===== src/rtl/nibble_serial_adder.sv =====
// WIDTH-bit adder that streams operands through one 4-bit carry-select slice,
// one nibble per cycle LSB first, behind valid/ready handshakes on both sides.

module csa (
    input  logic [3:0] a,
    input  logic [3:0] b,
    input  logic       c_in,
    output logic [3:0] sum,
    output logic       c_out
);
    logic [4:0] chain0;
    logic [4:0] chain1;
    logic [3:0] sum0;
    logic [3:0] sum1;

    assign chain0[0] = 1'b0;
    assign chain1[0] = 1'b1;

    // Both carry hypotheses ripple in parallel; the real carry-in only drives the final mux.
    generate
        for (genvar gi = 0; gi < 4; gi++) begin : g_bit
            assign sum0[gi]       = a[gi] ^ b[gi] ^ chain0[gi];
            assign chain0[gi + 1] = (a[gi] & b[gi]) | (chain0[gi] & (a[gi] ^ b[gi]));
            assign sum1[gi]       = a[gi] ^ b[gi] ^ chain1[gi];
            assign chain1[gi + 1] = (a[gi] & b[gi]) | (chain1[gi] & (a[gi] ^ b[gi]));
        end
    endgenerate

    assign sum   = c_in ? sum1 : sum0;
    assign c_out = c_in ? chain1[4] : chain0[4];
endmodule

module nibble_serial_adder #(
    parameter int WIDTH = 16
) (
    input  logic             clk,
    input  logic             rst,
    input  logic             in_valid,
    output logic             in_ready,
    input  logic [WIDTH-1:0] a,
    input  logic [WIDTH-1:0] b,
    input  logic             c_in,
    output logic             out_valid,
    input  logic             out_ready,
    output logic [WIDTH-1:0] sum,
    output logic             c_out,
    output logic             overflow
);
    localparam int N  = WIDTH / 4;
    localparam int CW = $clog2(N) + 1;
    localparam logic [CW-1:0] LAST = CW'(N - 1);

    typedef enum logic [1:0] {
        IDLE,
        RUN,
        DONE
    } state_t;

    state_t           state_reg,  state_next;
    logic [WIDTH-1:0] a_sh_reg,   a_sh_next;
    logic [WIDTH-1:0] b_sh_reg,   b_sh_next;
    logic [WIDTH-1:0] res_reg,    res_next;
    logic             carry_reg,  carry_next;
    logic [CW-1:0]    cnt_reg,    cnt_next;
    logic             a_msb_reg,  a_msb_next;
    logic             b_msb_reg,  b_msb_next;

    logic [3:0]       slice_sum;
    logic             slice_c_out;
    logic [WIDTH+3:0] res_wide;

    csa u_csa (
        .a     (a_sh_reg[3:0]),
        .b     (b_sh_reg[3:0]),
        .c_in  (carry_reg),
        .sum   (slice_sum),
        .c_out (slice_c_out)
    );

    // New nibble enters at the top so after N shifts nibble 0 lands at the bottom.
    assign res_wide = {slice_sum, res_reg};

    always_ff @(posedge clk) begin
        if (rst) begin
            state_reg <= IDLE;
            a_sh_reg  <= '0;
            b_sh_reg  <= '0;
            res_reg   <= '0;
            carry_reg <= 1'b0;
            cnt_reg   <= '0;
            a_msb_reg <= 1'b0;
            b_msb_reg <= 1'b0;
        end else begin
            state_reg <= state_next;
            a_sh_reg  <= a_sh_next;
            b_sh_reg  <= b_sh_next;
            res_reg   <= res_next;
            carry_reg <= carry_next;
            cnt_reg   <= cnt_next;
            a_msb_reg <= a_msb_next;
            b_msb_reg <= b_msb_next;
        end
    end

    always_comb begin
        state_next = state_reg;
        a_sh_next  = a_sh_reg;
        b_sh_next  = b_sh_reg;
        res_next   = res_reg;
        carry_next = carry_reg;
        cnt_next   = cnt_reg;
        a_msb_next = a_msb_reg;
        b_msb_next = b_msb_reg;

        case (state_reg)
            IDLE: begin
                if (in_valid) begin
                    a_sh_next  = a;
                    b_sh_next  = b;
                    carry_next = c_in;
                    cnt_next   = '0;
                    a_msb_next = a[WIDTH-1];
                    b_msb_next = b[WIDTH-1];
                    state_next = RUN;
                end
            end
            RUN: begin
                res_next   = res_wide[WIDTH+3:4];
                a_sh_next  = a_sh_reg >> 4;
                b_sh_next  = b_sh_reg >> 4;
                carry_next = slice_c_out;
                cnt_next   = cnt_reg + 1'b1;
                if (cnt_reg == LAST) begin
                    state_next = DONE;
                end
            end
            DONE: begin
                if (out_ready) begin
                    state_next = IDLE;
                end
            end
            default: state_next = IDLE;
        endcase
    end

    assign in_ready  = (state_reg == IDLE);
    assign out_valid = (state_reg == DONE);
    assign sum       = res_reg;
    assign c_out     = carry_reg;
    assign overflow  = (state_reg == DONE) && (a_msb_reg == b_msb_reg)
                       && (res_reg[WIDTH-1] != a_msb_reg);
endmodule


===== config.mk =====
export PLATFORM = sky130hd
export DESIGN_NAME = nibble_serial_adder
export DESIGN_NICKNAME = d
export VERILOG_FILES = /design/src/rtl/nibble_serial_adder.sv
export SDC_FILE = /design/constraint.sdc
export NUM_CORES = 1
export LEC_CHECK = 0
export BUFFER_PORTS_ARGS = -buffer_cell sky130_fd_sc_hd__clkbuf_2
export CAP_MARGIN = 25
export CORE_UTILIZATION = 48
export DETAILED_ROUTE_END_ITERATION = 16
export PLACE_DENSITY = 0.75
export REMOVE_ABC_BUFFERS = 1
export SYNTH_ARGS = -nofsm -noshare
export SYNTH_HDL_FRONTEND = slang
export SYNTH_HIERARCHICAL = 1
export SYNTH_SLANG_ARGS = --single-unit

===== constraint.sdc =====
create_clock -name clk -period 2.04 [get_ports clk]
set_clock_uncertainty 0.15 [all_clocks]
set_input_delay 0.102 -clock clk [delete_from_list [all_inputs] [get_ports clk]]
set_output_delay 0.102 -clock clk [all_outputs]
set_load 0.03 [all_outputs]

After elaboration in Yosys (flattened, before gate mapping)
Index checks and enable logic that the tools add are counted.
{"block": "op_classes", "addsub": 1, "eq_ne": 8, "n_mux": 14, "bitwise_logic": 28, "reduce_logical": 7}
{"cell": "16-bit one-hot mux with 2 select lines", "n": 2}
{"cell": "16-bit 2-to-1 mux", "n": 2}
{"cell": "1-bit AND", "n": 10}
{"cell": "1-bit bitwise XOR", "n": 10}
{"cell": "1-bit OR", "n": 7}
{"cell": "2-bit 2-to-1 mux", "n": 3}
{"cell": "2-bit one-hot mux with 3 select lines", "n": 1}
{"cell": "3-bit one-hot mux with 2 select lines", "n": 1}
{"cell": "4-bit 2-to-1 mux", "n": 1}
{"cell": "2-bit != test (second input constant)", "n": 2}
{"cell": "2-bit AND reduction", "n": 2}
{"cell": "3-bit by 1-bit adder with 3-bit output (second input constant)", "n": 1}
{"cell": "3-bit by 2-bit == test with 1-bit output (second input constant)", "n": 1}
{"cell": "3-bit 2-to-1 mux", "n": 1}
{"cell": "3-bit AND reduction", "n": 1}
{"cell": "2-bit by 1-bit == test with 1-bit output (second input constant)", "n": 1}
{"cell": "2-bit == test (second input constant)", "n": 1}
{"cell": "1-bit logical AND", "n": 2}
{"cell": "2-bit zero test", "n": 1}
{"cell": "1-bit 2-to-1 mux", "n": 2}
{"cell": "2-bit by 1-bit != test with 1-bit output (second input constant)", "n": 1}
{"cell": "1-bit one-hot mux with 2 select lines", "n": 1}
{"cell": "2-bit nonzero test", "n": 1}
{"cell": "1-bit == test", "n": 1}
{"cell": "2 further kinds", "n": 2}
{"block": "totals", "register_bits": 56}

Depth between registers and ports, before layout
Gate-level depths: netlist of the first run.
{"block": "logic_depth", "ltp_word": 10, "depth_mapped": 10}

By module
The synthesis of the first run kept the hierarchy.
{"module": "nibble_serial_adder", "instances": 1, "cells_each": 224, "area_per_inst_um2": 2354.8, "seq_area_each_um2": 1121.1}
{"module": "csa", "instances": 1, "cells_each": 15, "area_per_inst_um2": 133.9, "seq_area_each_um2": 0.0}

Least setup slack after synthesis of the first run
Ideal clock, no wire load.
{"block": "synth_path", "path_kind": "reg2reg", "start": "register carry_reg (netlist: c_out)", "end": "register res_reg[15] (netlist: sum[15])", "arrival_time_ps": 2097, "required_time_ps": 1820, "slack_ps": -278, "stages_incl_launch_ff": 9, "n_path_buf": 0, "period_less_slack_ps": 2318, "path_cell_list": "dfxtp_1 mux2i_1 fa_1 fa_1 inv_1 fa_1 inv_1 nand2_1 a21oi_1"}
{"block": "synth_between", "elab_chain_len": 1}
{"element": "from (decl)", "line_no": "63", "source": "logic carry_reg, carry_next;"}
{"element": "from (signal assigned)", "line_no": "98", "source": "carry_reg <= carry_next;"}
{"element": "4-bit 2-to-1 mux", "line_no": "29", "source": "assign sum = c_in ? sum1 : sum0;"}
{"element": "named net slice_sum[3]", "line_no": "68", "source": "logic [3:0] slice_sum;"}
{"element": "to (signal assigned)", "line_no": "97", "source": "res_reg <= res_next;"}
{"element": "to (decl)", "line_no": "62", "source": "logic [WIDTH-1:0] res_reg, res_next;"}
The timed path passes the listed nets, and every way through them passes these cells.
A chain may end at the register's enable or synchronous reset.

Final worst setup path of the first run
{"block": "layout_path", "start": "register a_sh_reg[0]", "end": "register res_reg[15] (netlist: sum[15])"}
{"block": "layout_between", "elab_chain_len": 8, "word_cells_on_any_way": 14, "classes_between": "mux: 1; bitwise: 13"}
{"element": "from (decl)", "line_no": "60", "source": "logic [WIDTH-1:0] a_sh_reg, a_sh_next;"}
{"element": "from (signal assigned)", "line_no": "95", "source": "a_sh_reg <= a_sh_next;"}
{"element": "1-bit AND or 1-bit bitwise XOR (tied branches)"}
{"element": "1-bit OR", "line_no": "25", "source": "assign chain1[gi + 1] = (a[gi] & b[gi]) | (chain1[gi] & (a[gi] ^ b[gi]));"}
{"element": "1-bit AND", "line_no": "25"}
{"element": "1-bit OR", "line_no": "25"}
{"element": "1-bit AND", "line_no": "25"}
{"element": "1-bit OR", "line_no": "25"}
{"element": "1-bit bitwise XOR", "line_no": "24", "source": "assign sum1[gi] = a[gi] ^ b[gi] ^ chain1[gi];"}
{"element": "4-bit 2-to-1 mux (*)", "line_no": "29"}
{"element": "named net slice_sum[3]", "line_no": "68"}
The timed path passes the listed nets; every way through them passes the cells marked *.

==> results of run 1 <==
area by class of cell:
class	instances	area share, %
Clock buffer	5	2.07
Multi-Input combinational cell	154	36.9
Tap cell	67	2.52
Sequential cell	56	33.8
Timing Repair Buffer	105	22.1
Inverter	11	1.24
Clock inverter	3	1.28
worst max-delay path by stage:
stage / cells after the start / end
after CTS: 10 / sum[15]
after global routing: 10 / sum[15]
after detailed placement: 10 / sum[15]
after global placement: 10 / sum[15]
after floorplan: 3 / cnt_reg[0]
final: 10 / sum[15]
cells in the final DEF (no fill, tap or decap), types with 2 or more instances in the layout:
cell,synthesis,final
clkbuf_2,0,56
dfxtp_1,56,53
nand2_1,35,35
dlygate4sd3_1,0,35
mux2i_1,27,26
a21oi_1,23,22
o2bb2ai_2,20,20
buf_4,3,14
inv_1,11,9
nor2_1,8,8
o2bb2ai_1,5,5
clkbuf_8,0,5
nand2b_1,4,4
o21ai_0,4,4
a22oi_1,4,4
nand3b_1,3,3
ha_1,4,3
dfxtp_2,0,3
nor2b_1,3,2
nor3_1,2,2
inv_2,0,2
fa_2,0,2
critical path, cell delays in order, from the launching register on:
cell and delay, ps:
dfxtp_2 340, inv_1 60, ha_1 180, mux2i_2 80, fa_2 340, fa_2 350, inv_2 60, fa_1 390
inv_1 60, nand2_1 50, a21oi_2 110
cells by family after synthesis:
kind of cell	synth area share, %
AOI/OAI and AO/OA	21.9
and+or+nand+nor	10.6
DFF	45.0
buffers and inverters	6.38
muxes	11.3
adders and majority gates	4.42
xor gates and xnor gates	0.352
through the flow:
stage               setup TNS (ps)  cells  hold slack (ps)
floorplan                   -35230    221             21.1
global placement              -300    358              191
detailed placement            -374    358              204
CTS                           -209    401             49.1
global route                  -368    401             49.8
finish                        -233    401             38.4
power breakdown:
group | internal [mW] | switching [mW]
Clock | 0.364 | 0.365
Combinational | 0.189 | 0.194
Sequential | 1.15 | 0.0494
per-layer routing:
layer  GRT usage (%)  share of wire, %  vias to the layer above
met4            5.77              0.83                        0
met1            27.1                45                      957
met2            37.5                51                       48
li1                -                 -                     1011
met5               0                 0                        -
met3            5.42               3.3                        5
what timing repair did:
action                                 4_1_cts  5_1_grt
setup endpoints to repair                    2        2
pin swaps                                    0        1
hold buffers                                35        0
gates resized for setup                      6        3
endpoints found under the hold margin       37        0
==> reports/metrics.cfg, run 1 <==
[worst_setup_path]
start_kind = flip-flop
r2r_start = a_sh_reg[0]
arrival_ps = 2330
worstSetupEndpointType = flip-flop
critPathKind = reg2reg
crit_required_ps = 2140
crit_fanout = 3
rr_worst_depth = 10
crit_path_start = a_sh_reg[0]
r2r_end = sum[15]
timing.reg2reg.setup_slack_ps = -190

[layout]
syn_to_final_growth_pct = 33.5
antennaDiodeCount = 0
area.sequential_sq_um = 1120
n_fill_cell = 369
multi_input_area_sq_um = 1230
fin_area_sq_um = 3320
layout-drive-gt1-share_pct = 33.8
fin_nets = 377
post-route-util_pct = 68.5

[place]
dp_hpwl_um = 3530
routabilityCongestion = 0.739
pre_cts_ws_ps = -264
io_buffers = 56
placed_area_sq_um = 2840

[clock_network]
cts_setup_buffers = 0
clk_path_buf_depth = 2
clock-sinks = 56
clk_latency_ps = 310
clk_pin_slew_ps = 100
cts_buffers = 5
cts_root_buf = clkbuf_8
cts_tree = done
htree_levels = 2

[job]
max-cap-violations = 0

[timing]
setup_viol = 2
min_period_ps = 2230
slew_violations = 0
slew_headroom_pct = 59.0
finalCritPeriodShare_pct = 109
hold_violations = 0
fin_ws_ps = -192
worstMarginPinSlew_ps = 613
rsz0062_at_grt = true
fmax_mhz = 448

[global_routing]
grt_pass1_wl_um = 8950
antenna_found_initial = 0
grt_start_max_net_pins = 18
globalRouteTotalUtil_pct = 21.7
grt_pass1_vias = 1920
grt-ovfl-total = 0

[floorplanning]
start_util_pct = 51.3
ioPinCount = 57
core_area_sq_um = 4850
die_h_um = 74.0
rows = 25
dieArea_sq_um = 5480
die_w_um = 74.0

[logic_synthesis]
syn_inst = 239
ys_seq_area_share_pct = 45.0
ys.flop_type = dfxtp_1
ys_types = 30
synth_most_common_cell = dfxtp_1
synth-edff-count = 0
synth_top_area_share_pct = 45.0
ys.warnings.count = 6
synth_area_sq_um = 2490
yosys-top-cells-area = dfxtp_1 (45%), o2bb2ai_2 (12%), mux2i_1 (11%)
synthArstFlopShare_pct = 0
syn_area_per_cell_sq_um = 10.4
synth_top_area_cell = dfxtp_1
synth_seq_cells = 56
synthTopCellsByCount = dfxtp_1 (56), nand2_1 (35), mux2i_1 (27)

[route]
avgViaCountPerCell = 5.04
wl_per_cell_um = 13.8
drcViolationCount = 0
initialDrtViolationCount = 98
num_vias = 2021
first_pass_iters = 4
routed_wl_um = 5540
antenna_left = 0

[power]
leakagePower_nw = 1.40
power_mw = 2.31
ir_drop_mv = 0.509
power_density_nw_per_um2 = 696

[worst_hold_path]
hold_depth = 2
worstHoldStart = rst
hp-class = in2reg
min_to = sum[15]

[outcome]
status = complete, but fails checks
violations = negative setup slack

(Power assumes the default switching activity.)
==> run 2, diff against run 1 <==
- BUFFER_PORTS_ARGS: -buffer_cell sky130_fd_sc_hd__clkbuf_2 -> default
- CORE_UTILIZATION: 48 -> 55
- DONT_BUFFER_PORTS: default -> 1
- PLACE_DENSITY: 0.75 -> 0.73
- clock period: 2.04 -> 1.9 ns (I/O delays scaled with it)
==> run 2 against run 1 <==
The run ends with negative hold slack, negative setup slack left. Design area is 9.3% lower. Sequential power is 9% higher. Worst hold slack worse by 350 ps. Combinational power is 9.9% lower. Flip-flop and latch count stayed put. Clock power is 6.3% higher. First-iteration DRC count is 19% lower. Register-to-register slack worse by 140 ps. Power is 4.8% higher. Critical endpoint unchanged. Highest routed layer unchanged.
==> reports/metrics.cfg, run 2 (same netlist as run 1, synthesis figures left out) <==
[floorplanning]
die_w_um = 69.3  ; -6.4%
ioPinCount = 57  ; unchanged
core_area_sq_um = 4350  ; -10%
start_util_pct = 57.2  ; +5.8 points
dieArea_sq_um = 4800  ; -12%
die_h_um = 69.3  ; -6.4%
rows = 24  ; -4.0%

[worst_setup_path]
critPathKind = reg2reg
start_kind = flip-flop
critPathBufInv = 3  ; unchanged
worstSetupEndpointType = flip-flop
crit_required_ps = 2000  ; -140 ps
arrival_ps = 2330  ; about the same
crit_family = adder cells
critPathSlowestCell = fa_2
crit_fanout = 3  ; unchanged
crit_path_max_incr_delay_ps = 430  ; +40 ps
path_cells = ha_2 > inv_2 > mux2i_2 > fa_2 > fa_2 > inv_2 > fa_2 > inv_2 > nand2_1 > a21oi_1

[power]
power_mw = 2.42  ; +4.8%
sw_frac_of_total_pct = 25.6  ; -0.70 points
ir_drop_mv = 0.495  ; -2.7%
leakagePower_nw = 1.16  ; -17%
p_int_mw = 1.80  ; +5.7%
power_density_nw_per_um2 = 804  ; +16%
combPwrFrac_pct = 14.2  ; -2.3 points
p_clk_share_pct = 31.9  ; +0.4 points
p_switching_uw = 620  ; +2.0%
seqPwrFrac_pct = 53.8  ; +1.8 points

[layout]
layout-drive-gt1-share_pct = 23.6  ; -10 points
antennaDiodeCount = 0  ; unchanged
n_fill_cell = 315  ; -15%
syn_to_final_growth_pct = 21.1
mostFrequentLayoutCells = dfxtp_1 (52), nand2_1 (35), dlygate4sd3_1 (29)
final_common_cell = dfxtp_1
fin_nets = 318  ; -16%

[worst_hold_path]
hp-class = in2reg

[timing]
hold_violations = 27  ; +27
min_period_ps = 2240  ; +3.13 ps
fin_ws_ps = -335  ; -143 ps
fin_tns_setup_ps = -498  ; -265 ps
slew_violations = 0  ; unchanged
fmax_mhz = 447  ; -0.14%
finalCritPeriodShare_pct = 118  ; +8.2 points
slew_headroom_pct = 61.1  ; +2.1 points
worstMarginPinSlew_ps = 582  ; -31.4 ps
setup_viol = 3  ; +1
holdWs_ps = -308  ; -346 ps
rsz0062_at_grt = true

[outcome]
status = complete, but fails checks
violations = negative hold slack, negative setup slack

[route]
num_vias = 1804  ; -11%
avgViaCountPerCell = 5.52  ; +9.5%
drcViolationCount = 0  ; unchanged
wl_per_cell_um = 15.8  ; +15%
first_pass_iters = 4  ; unchanged
routed_wl_um = 5180  ; -6.5%
initialDrtViolationCount = 79  ; -19%
antenna_left = 0  ; unchanged

[place]
dp_hpwl_um = 3260  ; -7.8%
io_buffers = 0  ; -100%
routabilityCongestion = 0.763  ; +3.4%

[clock_network]
cts_buffers = 5  ; unchanged
clk_latency_ps = 310  ; about the same
cts_setup_buffers = 0  ; unchanged
hold_buffers = 29  ; -17%
cts_tree = done
clk_path_buf_depth = 2  ; unchanged
htree_levels = 2  ; unchanged
clock-sinks = 56  ; unchanged
cts_root_buf = clkbuf_8
clk_pin_slew_ps = 90  ; about the same

[global_routing]
antenna_found_initial = 0  ; unchanged
grt-ovfl-total = 0  ; unchanged
grt_pass1_wl_um = 8300  ; -7.3%
grt_pass1_vias = 1676  ; -13%
grt_start_max_net_pins = 33  ; +15
globalRouteTotalUtil_pct = 21.9  ; +0.21 points

[job]
max-cap-violations = 0  ; unchanged

run 2: cell types whose count changed in the layout (fill, tap and decap cells not counted), moves of 3 or more:
| cell | before | now |
|---|---|---|
| clkbuf_2 | 56 | 0 |
| dlygate4sd3_1 | 35 | 29 |
| inv_1 | 9 | 6 |
| inv_2 | 2 | 5 |
run 2: worst paths after layout:
| path | cells past startpoint | endpoint | startpoint | slack [ps] |
|---|---|---|---|---|
| setup / recovery | 10 | sum[15] | a_sh_reg[0] | -340 |
| hold reg to reg | 1 | cnt_reg[2] | cnt_reg[2] | 320 |
| hold / removal | 1 | sum[7] | rst | -310 |
| setup reg to reg | 10 | sum[15] | a_sh_reg[0] | -340 |
run 2: timing repair:
| item | in CTS | in global routing |
|---|---|---|
| endpoints found under the setup margin | 2 | 4 |
| hold endpoints to repair | 56 | 27 |
| resized for setup | 12 | 5 |
| pin swaps | 1 | 1 |
run 2: cell type report:
cell class / instances / area [sq um] / share of cell area, %
multi-input combinational: 154 / 1240 / 41.1
sequential: 56 / 1130 / 37.4
timing repair buffer: 46 / 434 / 14.4
clock buffer: 6 / 72.6 / 2.41
tap: 52 / 65.1 / 2.16
inverter: 11 / 41.3 / 1.37
clock inverter: 2 / 35.0 / 1.16
run 2: stage by stage:
stage                     cells  hold slack [ps]  instance area [sq um]  setup WS [ps]  utilization (%)
after floorplan             221             14.1                   2370          -1370                -
after global placement      290             17.3                   2580           -346             59.3
after detailed placement    290             19.8                   2580           -405             59.3
after CTS                   327             -318                   3000           -358             68.8
after global routing        327             -323                   3010           -390             69.2
final                       327             -308                   3010           -335             69.2
run 2: power groups by stage:
stage	Combinational (mW)	Sequential [mW]	Clock [mW]
3_3_place_gp	0.277	1.33	0
4_1_cts	0.335	1.31	0.790
5_1_grt	0.372	1.31	0.837
6_report	0.345	1.31	0.774
3_5_place_dp	0.281	1.33	0
2_1_floorplan	0.182	1.34	0
run 2: routing by layer:
metal  wire (um)  vias to the layer above  GRT usage, %
met5           0                        -             0
met4          60                        0          6.80
met3         206                        5          5.52
met2        2530                       35          36.0
met1        2390                      864          28.4
li1            -                      900             -
==> run 3, diff against run 2 <==
- CORE_UTILIZATION: 55 -> 54
- PLACE_DENSITY: 0.73 -> 0.72
==> run 3 against run 2 <==
The run ends with negative setup slack left. Power shrank 0.55%. Critical path depth did not move. Combinational power grew 5%. Via count rose by 1.9%. Global-route usage rose by 0.33 points. First-iteration DRC count rose by 7.6%. Final cell count is 2.1% higher. Design area rose by 2.2%. Core utilization is 1.0 points higher. Clock power shrank 4.7%. Worst hold slack better by 350 ps. Routed wire length up 3.7%.
==> reports/metrics.cfg, run 3 (same netlist as run 1, synthesis figures left out) <==
[place]
io_buffers = 0  ; unchanged
dp_hpwl_um = 3470  ; +6.4%
dpl.cell_count = 290  ; unchanged
routabilityCongestion = 0.712  ; -6.7%

[outcome]
status = complete, but fails checks
violations = negative setup slack

[power]
power_density_nw_per_um2 = 783  ; -2.7%
power_mw = 2.41  ; -0.55%
leakagePower_nw = 1.19  ; +2.4%
sw_frac_of_total_pct = 25.4  ; -0.20 points
p_int_mw = 1.80  ; -0.29%
p_clk_share_pct = 30.6  ; -1.3 points
seqPwrFrac_pct = 54.4  ; +0.6 points
ir_drop_mv = 0.508  ; +2.6%
combPwrFrac_pct = 15.0  ; +0.8 points
p_switching_uw = 612  ; -1.3%

[global_routing]
antenna_found_initial = 0  ; unchanged
use_met2_pct = 36.6  ; +0.62 points
grt_start_max_net_pins = 33  ; unchanged
grt_pass1_wl_um = 8450  ; +1.8%
grt_pass1_vias = 1765  ; +5.3%
grt-ovfl-total = 0  ; unchanged
grtUsageMet3_pct = 5.77  ; +0.25 points
met1_usage_pct = 28.5  ; +0.15 points
globalRouteTotalUtil_pct = 22.3  ; +0.33 points
top_usage_layer = met2

[layout]
multi_input_area_sq_um = 1230  ; -0.61%
final_common_cell = dfxtp_1
area.sequential_sq_um = 1120  ; -0.22%
syn_to_final_growth_pct = 23.7
antennaDiodeCount = 0  ; unchanged
fin_nets = 327  ; +2.8%
layout-drive-gt1-share_pct = 21.6  ; -2.0 points
mostFrequentLayoutCells = dfxtp_1 (54), dlygate4sd3_1 (37), nand2_1 (35)
final_cells = 334  ; +2.1%
n_fill_cell = 333  ; +5.7%

[route]
first_pass_iters = 4  ; unchanged
initialDrtViolationCount = 85  ; +7.6%
avgViaCountPerCell = 5.51  ; -0.20%
routed_wl_um = 5370  ; +3.7%
num_vias = 1839  ; +1.9%
wl_per_cell_um = 16.1  ; +1.6%
drcViolationCount = 0  ; unchanged
antenna_left = 0  ; unchanged

[timing]
holdWs_ps = 37.7  ; +346 ps
hold_violations = 0  ; -100%
worstMarginPinSlew_ps = 613  ; +31.6 ps
fin_tns_setup_ps = -530  ; -31.9 ps
rsz0062_at_grt = true
min_period_ps = 2230  ; -7.82 ps
finalCritPeriodShare_pct = 117  ; -0.41 points
slew_headroom_pct = 58.9  ; -2.1 points
fin_ws_ps = -327  ; +7.82 ps
setup_viol = 2  ; -1
slew_violations = 0  ; unchanged
fmax_mhz = 449  ; +0.35%

[floorplanning]
die_w_um = 69.9  ; +0.90%
rows = 24  ; unchanged
core_area_sq_um = 4380  ; +0.69%
dieArea_sq_um = 4880  ; +1.8%
start_util_pct = 56.8  ; -0.39 points
ioPinCount = 57  ; unchanged
die_h_um = 69.9  ; +0.90%

[clock_network]
cts_tree = done
cts_root_buf = clkbuf_8
cts_setup_buffers = 0  ; unchanged
cts_buffers = 5  ; unchanged
clock-sinks = 56  ; unchanged
clk_latency_ps = 300  ; about the same
clk_pin_slew_ps = 90  ; about the same
htree_levels = 2  ; unchanged
clk_path_buf_depth = 2  ; unchanged

[worst_setup_path]
crit_required_ps = 2000  ; about the same
worstSetupEndpointType = flip-flop
r2r_start = a_sh_reg[0]
arrival_ps = 2320  ; about the same
crit_fanout = 3  ; unchanged
start_kind = flip-flop
crit_path_start = a_sh_reg[0]
timing.reg2reg.setup_slack_ps = -330  ; about the same
critPathKind = reg2reg

[worst_hold_path]
hp-class = in2reg
worstHoldStart = in_valid

[job]
max-cap-violations = 0  ; unchanged

## run 3: changes by cell type in the layout (fill, tap and decap cells not counted), moves of 2 or more
cell           before  now
a21oi_1            23   21
buf_4              15   17
inv_2               5    3
dlygate4sd3_1      29   37
dfxtp_2             4    2
a21oi_2             0    2
inv_1               6    8
dfxtp_1            52   54
## run 3: per-layer routing
layer	vias up	share of wire (%)
met5	-	0
li1	913	-
met1	884	43
met3	6	3.7
met4	0	1.1
met2	36	52
## run 3: worst paths after layout
kind / end / depth (start not counted)
worst max register to register: sum[15] / 10
worst min register to register: cnt_reg[2] / 1
worst min-delay path: b_sh_reg[13] / 3
worst max-delay path: sum[15] / 10
## run 3: metrics by stage
stage | instance area (sq um) | worst slack [ps] | utilization, %
floorplan | 2370 | -1370 | -
global placement | 2570 | -347 | 58.6
detailed placement | 2570 | -392 | 58.6
CTS | 2960 | -319 | 67.5
global route | 3080 | -404 | 70.2
finish | 3080 | -327 | 70.2
## run 3: worst max-delay path, cell delays in order (launching register included)
cell	delay, ps
dfxtp_2	340
ha_2	180
inv_2	40
mux2i_2	60
fa_2	340
fa_2	340
inv_2	60
fa_2	420
inv_2	60
nand2_1	60
a21oi_2	120
## run 3: layout make-up
type | instances | share of cell area (%)
Clock buffer | 5 | 2.23
Clock inverter | 1 | 0.975
Inverter | 11 | 1.34
Multi-Input combinational cell | 154 | 40.0
Sequential cell | 56 | 36.5
Tap cell | 52 | 2.11
Timing Repair Buffer | 55 | 16.8
## run 3: power by group through the flow
stage          sequential, mW  combinational [mW]  clock (mW)
5_1_grt                  1.32               0.395       0.789
4_1_cts                  1.31               0.325       0.747
6_report                 1.31               0.361       0.738
2_1_floorplan            1.34               0.182           0
3_5_place_dp             1.34               0.275           0
3_3_place_gp             1.33               0.268           0
## run 3: repair_timing
item / in CTS / in global routing
gates resized for setup: 7 / 4
pin swaps: 0 / 1
setup endpoints to repair: 2 / 3
endpoints found under the hold margin: 56 / 28
hold buffers: 28 / 10
